--- src/rtl/frame_tick_scheduler.sv ---
// Frame tick scheduler: turns rising edges of the divided tick wave into
// frame-start requests for the render core (req/ack/done handshake), with
// every-Nth-tick decimation, frame id tracking and a saturating drop counter.
module frame_tick_scheduler #(
  parameter int unsigned SKIP_N  = 1,
  parameter int unsigned FRAME_W = 16,
  parameter int unsigned DROP_W  = 8
) (
  input  logic               clkin,
  input  logic               reset,
  input  logic               tick_in,
  input  logic               enable,
  output logic               frame_req,
  input  logic               frame_ack,
  input  logic               frame_done,
  output logic [FRAME_W-1:0] frame_id,
  output logic               busy,
  output logic [DROP_W-1:0]  drop_count
);

  // Last value of the decimation counter before it wraps (SKIP_N is 1..255).
  localparam logic [7:0] SkipLast = 8'(SKIP_N - 1);

  typedef enum logic [1:0] {
    StIdle,
    StReq,
    StBusy
  } state_e;

  state_e             state_q, state_d;
  logic               s1_q, s2_q, s3_q;
  logic [7:0]         skip_cnt_q, skip_cnt_d;
  logic [FRAME_W-1:0] frame_id_q, frame_id_d;
  logic [DROP_W-1:0]  drop_count_q, drop_count_d;

  logic tick_evt;
  logic qual;
  logic fire;
  logic drop;

  // Rising-edge detect on the synchronised tick, then decimation by SKIP_N.
  always_comb begin
    tick_evt   = s2_q & ~s3_q;
    qual       = tick_evt & enable;
    fire       = qual & (skip_cnt_q == SkipLast);
    skip_cnt_d = skip_cnt_q;
    if (qual) begin
      skip_cnt_d = fire ? 8'd0 : skip_cnt_q + 8'd1;
    end
  end

  // Handshake FSM next state, frame id advance and drop detection.
  always_comb begin
    state_d    = state_q;
    frame_id_d = frame_id_q;
    drop       = 1'b0;
    case (state_q)
      StIdle: begin
        if (fire) begin
          state_d = StReq;
        end
      end
      StReq: begin
        if (frame_ack) begin
          state_d    = StBusy;
          frame_id_d = frame_id_q + FRAME_W'(1);
        end
        // The pending request is still unaccepted, so a new fire is lost.
        if (fire) begin
          drop = 1'b1;
        end
      end
      StBusy: begin
        if (frame_done) begin
          // A fire coinciding with done is served immediately, not dropped.
          state_d = fire ? StReq : StIdle;
        end else if (fire) begin
          drop = 1'b1;
        end
      end
      default: state_d = StIdle;
    endcase
  end

  // Saturating drop counter next value.
  always_comb begin
    drop_count_d = drop_count_q;
    if (drop && (drop_count_q != {DROP_W{1'b1}})) begin
      drop_count_d = drop_count_q + DROP_W'(1);
    end
  end

  // All state: three-flop tick synchroniser, skip counter, FSM, id and drops.
  always_ff @(posedge clkin) begin
    if (reset) begin
      s1_q         <= 1'b0;
      s2_q         <= 1'b0;
      s3_q         <= 1'b0;
      skip_cnt_q   <= 8'd0;
      state_q      <= StIdle;
      frame_id_q   <= '0;
      drop_count_q <= '0;
    end else begin
      s1_q         <= tick_in;
      s2_q         <= s1_q;
      s3_q         <= s2_q;
      skip_cnt_q   <= skip_cnt_d;
      state_q      <= state_d;
      frame_id_q   <= frame_id_d;
      drop_count_q <= drop_count_d;
    end
  end

  // Outputs decode directly from registered state, so they are glitch-free.
  always_comb begin
    frame_req  = (state_q == StReq);
    busy       = (state_q != StIdle);
    frame_id   = frame_id_q;
    drop_count = drop_count_q;
  end

endmodule

--- config.mk ---
export PLATFORM = sky130hd
export DESIGN_NAME = frame_tick_scheduler
export DESIGN_NICKNAME = d
export VERILOG_FILES = /design/src/rtl/frame_tick_scheduler.sv
export SDC_FILE = /design/constraint.sdc
export NUM_CORES = 1
export LEC_CHECK = 0
export CORE_ASPECT_RATIO = 0.75
export CORE_MARGIN = 2
export CORE_UTILIZATION = 47
export CTS_CLUSTER_SIZE = 12
export DETAILED_ROUTE_END_ITERATION = 8
export HOLD_SLACK_MARGIN = 0.08
export PLACE_DENSITY = 0.73
export SYNTH_ARGS = -nofsm -noshare
export SYNTH_HDL_FRONTEND = slang
export SYNTH_SLANG_ARGS = --single-unit
--- constraint.sdc ---
create_clock -name clkin -period 2.17 [get_ports clkin]
set_clock_uncertainty 0.15 [all_clocks]
set_input_delay 0.651 -clock clkin [delete_from_list [all_inputs] [get_ports clkin]]
set_output_delay 0.651 -clock clkin [all_outputs]
set_load 0.01 [all_outputs]
# == Yosys cells after proc, flatten, opt, wreduce, memory -nomap -nowiden ==
# Index checks and enable logic that the tools add are counted.
# totals
ff_bits,37
inputBits,6
# op_classes
add_sub_neg,3
n_eq_ne,6
muxes,9
bitwise_logic,4
n_reduce_logical,6
# op_table
op,n
16-bit by 1-bit adder with 16-bit output (second input constant),1
8-bit by 1-bit adder with 8-bit output (second input constant),2
8-bit logical NOT,1
8-bit 2-to-1 mux,1
8-bit != test (second input constant),1
2-bit 2-to-1 mux,3
2-bit case mux with 3 select lines,1
2-bit != test (second input constant),2
1-bit AND,3
1-bit 2-to-1 mux,3
3-bit AND reduction,1
2-bit by 1-bit equality test with 1-bit output (second input constant),1
2-bit equality test (second input constant),1
2-bit logical NOT,1
2-bit by 1-bit != test with 1-bit output (second input constant),1
1-bit case mux with 2 select lines,1
2-bit AND reduction,1
2-bit nonzero test,1
1-bit logical AND,1
1-bit inverter,1

# == Logic depth before layout (Yosys ltp) ==
# depth
ltp_word,8
mapped_depth,7
depth_no_buf,6

# == Least setup slack after synthesis ==
# OpenSTA, ideal clock, no wires.
# synth_timing
kind,register to register
from,register state_q[1]
to,"register frame_id_q[12], in the netlist frame_id[12]"
setup_ns,0.071
arrival_ns,2.024
path_slack_ns,-0.075
path_stages_with_launch,8
path_buffers,1
path_cell_list,dfxtp_1 inv_1 ha_1 buf_2 nand4_1 or4_1 or3_1 a21oi_1
# synth_via
elab_chain_cells,2
# synth_rtl
element,line,rtl
"start, declared",30,"state_e state_q, state_d;"
"start signal, assigned",100,state_q <= StIdle;
"start signal, assigned",108,state_q <= state_d;
2-bit by 1-bit equality test with 1-bit output,n/a,
via frame_req,13,"output logic frame_req,"
2-bit AND reduction (no line),n/a,
"end signal, assigned",109,frame_id_q <= frame_id_d;
"end, declared",33,"logic [FRAME_W-1:0] frame_id_q, frame_id_d;"
# The timed path passes the listed nets, and every way through them passes these cells.
# A chain may end at the register's enable or synchronous reset.

# == Final worst setup path ==
# layout_timing
from,register skip_cnt_q[0]
to,"register drop_count_q[0], in the netlist drop_count[0]"
# layout_via
elab_chain_cells,6
# layout_rtl
element,line,rtl
"start, declared",32,"logic [7:0] skip_cnt_q, skip_cnt_d;"
"start signal, assigned",107,skip_cnt_q <= skip_cnt_d;
8-bit logical NOT *,45,fire = qual & (skip_cnt_q == SkipLast);
1-bit AND *,45,
1-bit 2-to-1 mux *,"69, 77",
1-bit 2-to-1 mux,74,if (frame_done) begin
1-bit case mux with 2 select lines *,57,case (state_q)
1-bit logical AND *,88,if (drop && (drop_count_q != {DROP_W{1'b1}})) begin
"end signal, assigned",110,drop_count_q <= drop_count_d;
"end, declared",34,"logic [DROP_W-1:0] drop_count_q, drop_count_d;"
# Mark *: on every way between the ends. The rest lies on a longest branch, timed or not.

==> summary.md <==
| Metric | Value |
|---|---|
| Worst path cell trace | `inv_2 -> ha_1 -> or4b_4 -> or3_4 -> buf_6 -> or3_4 -> a21oi_2` |
| CP Data Arrival Time | `2340 ps` |
| Antenna Nets Post-Route | `0` |
| Initial antenna violation count | `0` |
| Period utilization | `104%` |
| Slowest Stage Delay on Critical Path | `480 ps` |
| Commonest cells after routing, fill and taps aside | `dfxtp_1 (32), clkdlybuf4s50_1 (27), nor2_1 (20), buf_4 (20)` |
| Setup_tns | `-292 ps` |
| Cell area after placement | `0.00233 mm^2` |
| H-tree levels | `2` |
| Largest net degree at the start of global routing | `19` |
| EDFF count, synth | `0` |
| Min Hold Slack | `312 ps` |
| Seq cells post-synth | `37` |
| Met3 Usage GRT | `6.09%` |
| WS Path Type | `flip-flop to flip-flop` |
| Area grow syn2layout | `40.8%` |
| Top Ports | `32` |
| Grt peak-use layer | `met2` |
| Mapped Area | `0.00181 mm^2` |
| DR vias | `1710` |
| Post-synth top area share | `40.9%` |
| Input/output buffers | `31` |
| CTS Hold Bufs | `0` |
| Achievable frequency | `442 MHz` |
| Met1 Resource Use GR | `31.5%` |
| Number of global-route vias before repair | `1547` |
| M2 GR Usage | `31.9%` |
| Routed length per instance | `13.8 um` |
| Hold WC Path Type | `flip-flop to flip-flop` |
| TritonCTS Buffers | `5` |
| Buffers & Inverters on Critical Path | `2` |
| Most common cell after layout, fill and taps aside | `dfxtp_1` |
| Fin area | `0.00255 mm^2` |
| Final Hold Viols | `0` |
| Remaining Overflow, GRT | `0` |
| Yosys Warn Count | `0` |
| Vias per inst | `5.36` |
| RSZ-0062 raised after global routing | `yes` |
| Die X | `75.7 um` |
| Leak pwr | `0.946 nW` |
| Avg Cell Area, Syn | `8.59 um^2` |
| GRT Util Overall | `21.8%` |
| Die ar. | `0.00438 mm^2` |
| Worst slew pin tran | `410 ps` |
| Clock-pin slew on the worst setup and hold paths | `80 ps` |
| Core Area | `0.00368 mm^2` |
| Syn_nets | `225` |
| Clk sink count | `37` |
| Initial core utilization | `49.2%` |
| CTS tree | `yes` |
| Seq/Total Area, Yosys | `40.9%` |
| Root Buffer | `clkbuf_8` |
| Library cells used by synthesis | `40` |
| Setup-failing EPs final | `5` |
| Share of flip-flops with an asynchronous set or reset | `0%` |
| Area leader, netlist | `dfxtp_1` |
| 1st-pass router iterations | `4` |
| Filler Cell Count | `282` |
| Endpoint type of the worst setup path | `flip-flop` |
| Drt drc | `0` |
| Power per cell area | `686 mW/mm^2` |
| Nets@finish | `280` |
| CP delay by family, top | `simple AND/OR/NAND/NOR gates` |
| Detailed Place HPWL | `2.92 mm` |
| Synth area leaders | `dfxtp_1 (41%), ha_1 (5.5%), a21oi_1 (4.7%)` |
| First-pass GRT wire length | `7.22 mm` |
| Max Cap Viol | `0` |
| Diodes inserted | `0` |
| Clock Path Buffers | `2` |
| Final GP Congestion | `0.793` |
| Layout cells sized above 1 | `21.3%` |
| Failing checks | `setup timing` |
| Outcome | `complete, but fails checks` |
| Peak supply drop | `485 uV` |
| Clock Latency Late Sink | `290 ps` |
| Crit-path slowest cell | `or4b_4` |
| CP Max Fanout | `5` |
| Final Max Slew Viols | `0` |
| DRT Wirelength | `4.40 mm` |
| Mapped Cells | `211` |
| Place WS | `-452 ps` |
| Crit path launch type | `flip-flop` |
| Slew margin rel. | `72.7%` |
| Row cnt | `19` |
| CP dominant cell by count | `or3_4` |
| Top_reg_cell synth | `dfxtp_1` |
| Fin crit period | `2260 ps` |
| WP data required | `2240 ps` |
| Worst Setup Slack, final | `-93.8 ps` |
| First DRT Iteration DRCs | `87` |
| Die Span Y | `57.8 um` |
[worst paths after layout]
| kind | from | endpoint | slack, ps | cells past startpoint |
|---|---|---|---|---|
| worst max-delay path | skip_cnt_q[0] | drop_count[0] | -90 | 7 |
| worst min register to register | s1_q | s2_q | 310 | 1 |
| worst min-delay path | s1_q | s2_q | 310 | 1 |
| worst max register to register | skip_cnt_q[0] | drop_count[0] | -90 | 7 |
[cell families (layout without fill, tap and decap cells)]
family                   Yosys count  after routing  synth area share (%)
AND/OR/NAND/NOR                   99            100                  30.0
adder cells (fa/ha/maj)            8              8                  5.52
buffers and inverters             14             69                  3.17
flip-flops                        37             37                  40.9
AO/OA/AOI/OAI                     37             37                  12.5
XOR/XNOR                          14             14                  6.76
multiplexers                       2              2                  1.24
[timing repair]
| item | in CTS | in global routing |
|---|---|---|
| endpoints found under the hold margin | 0 | 0 |
| pin swaps | 11 | 4 |
| gates cloned | 1 | 0 |
| resized for setup | 11 | 12 |
| buffers inserted | 3 | 0 |
| setup endpoints to repair | 15 | 17 |
[cell type report]
type	count	area, um^2	share of cell area (%)
Clock buffer	5	68.8	2.70
Clock inverter	3	65.1	2.55
Inverter	8	30.0	1.18
Multi-Input combinational cell	161	1090	42.6
Sequential cell	37	749	29.4
Tap cell	52	65.1	2.55
Timing Repair Buffer	53	487	19.1
[sequential cells by signal, summed over array words and instances (netlist names)]
name,cells
drop_count,8
s3_q,1
skip_cnt_q,8
s2_q,1
state_q,2
frame_id,16
s1_q,1
[per-stage QoR]
step / power [mW] / std cells / util (%)
detailed placement: 1.05 / 307 / 63.3
CTS: 1.75 / 319 / 68.2
global placement: 1.05 / 307 / 63.3
floorplan: 0.927 / 211 / -
finish: 1.75 / 319 / 69.3
global route: 1.83 / 319 / 69.3
[metal layers]
layer	part of all wire (%)	wire length, um
met1	52	2280
met5	0	0
met4	1.3	59
met2	43	1910
met3	3.4	148
[cells in the mapped netlist (5+ instances only)]
master / n
xor2_1: 9
o21ai_0: 5
o31ai_1: 6
or4_1: 6
and3_1: 6
xnor2_1: 5
a21oi_1: 17
nor2b_1: 7
nor3_1: 5
inv_1: 8
nand2_1: 13
nand4_1: 9
dfxtp_1: 37
or3_1: 5
nand3_1: 13
ha_1: 8
nor2_1: 20
[power by group]
part | switching [mW] | internal, mW | total (mW)
Combinational | 0.160 | 0.155 | 0.315
Sequential | 0.0242 | 0.701 | 0.725
Clock | 0.254 | 0.457 | 0.711
Total | 0.439 | 1.31 | 1.75
No activity file was read; power rests on OpenSTA's default activity.
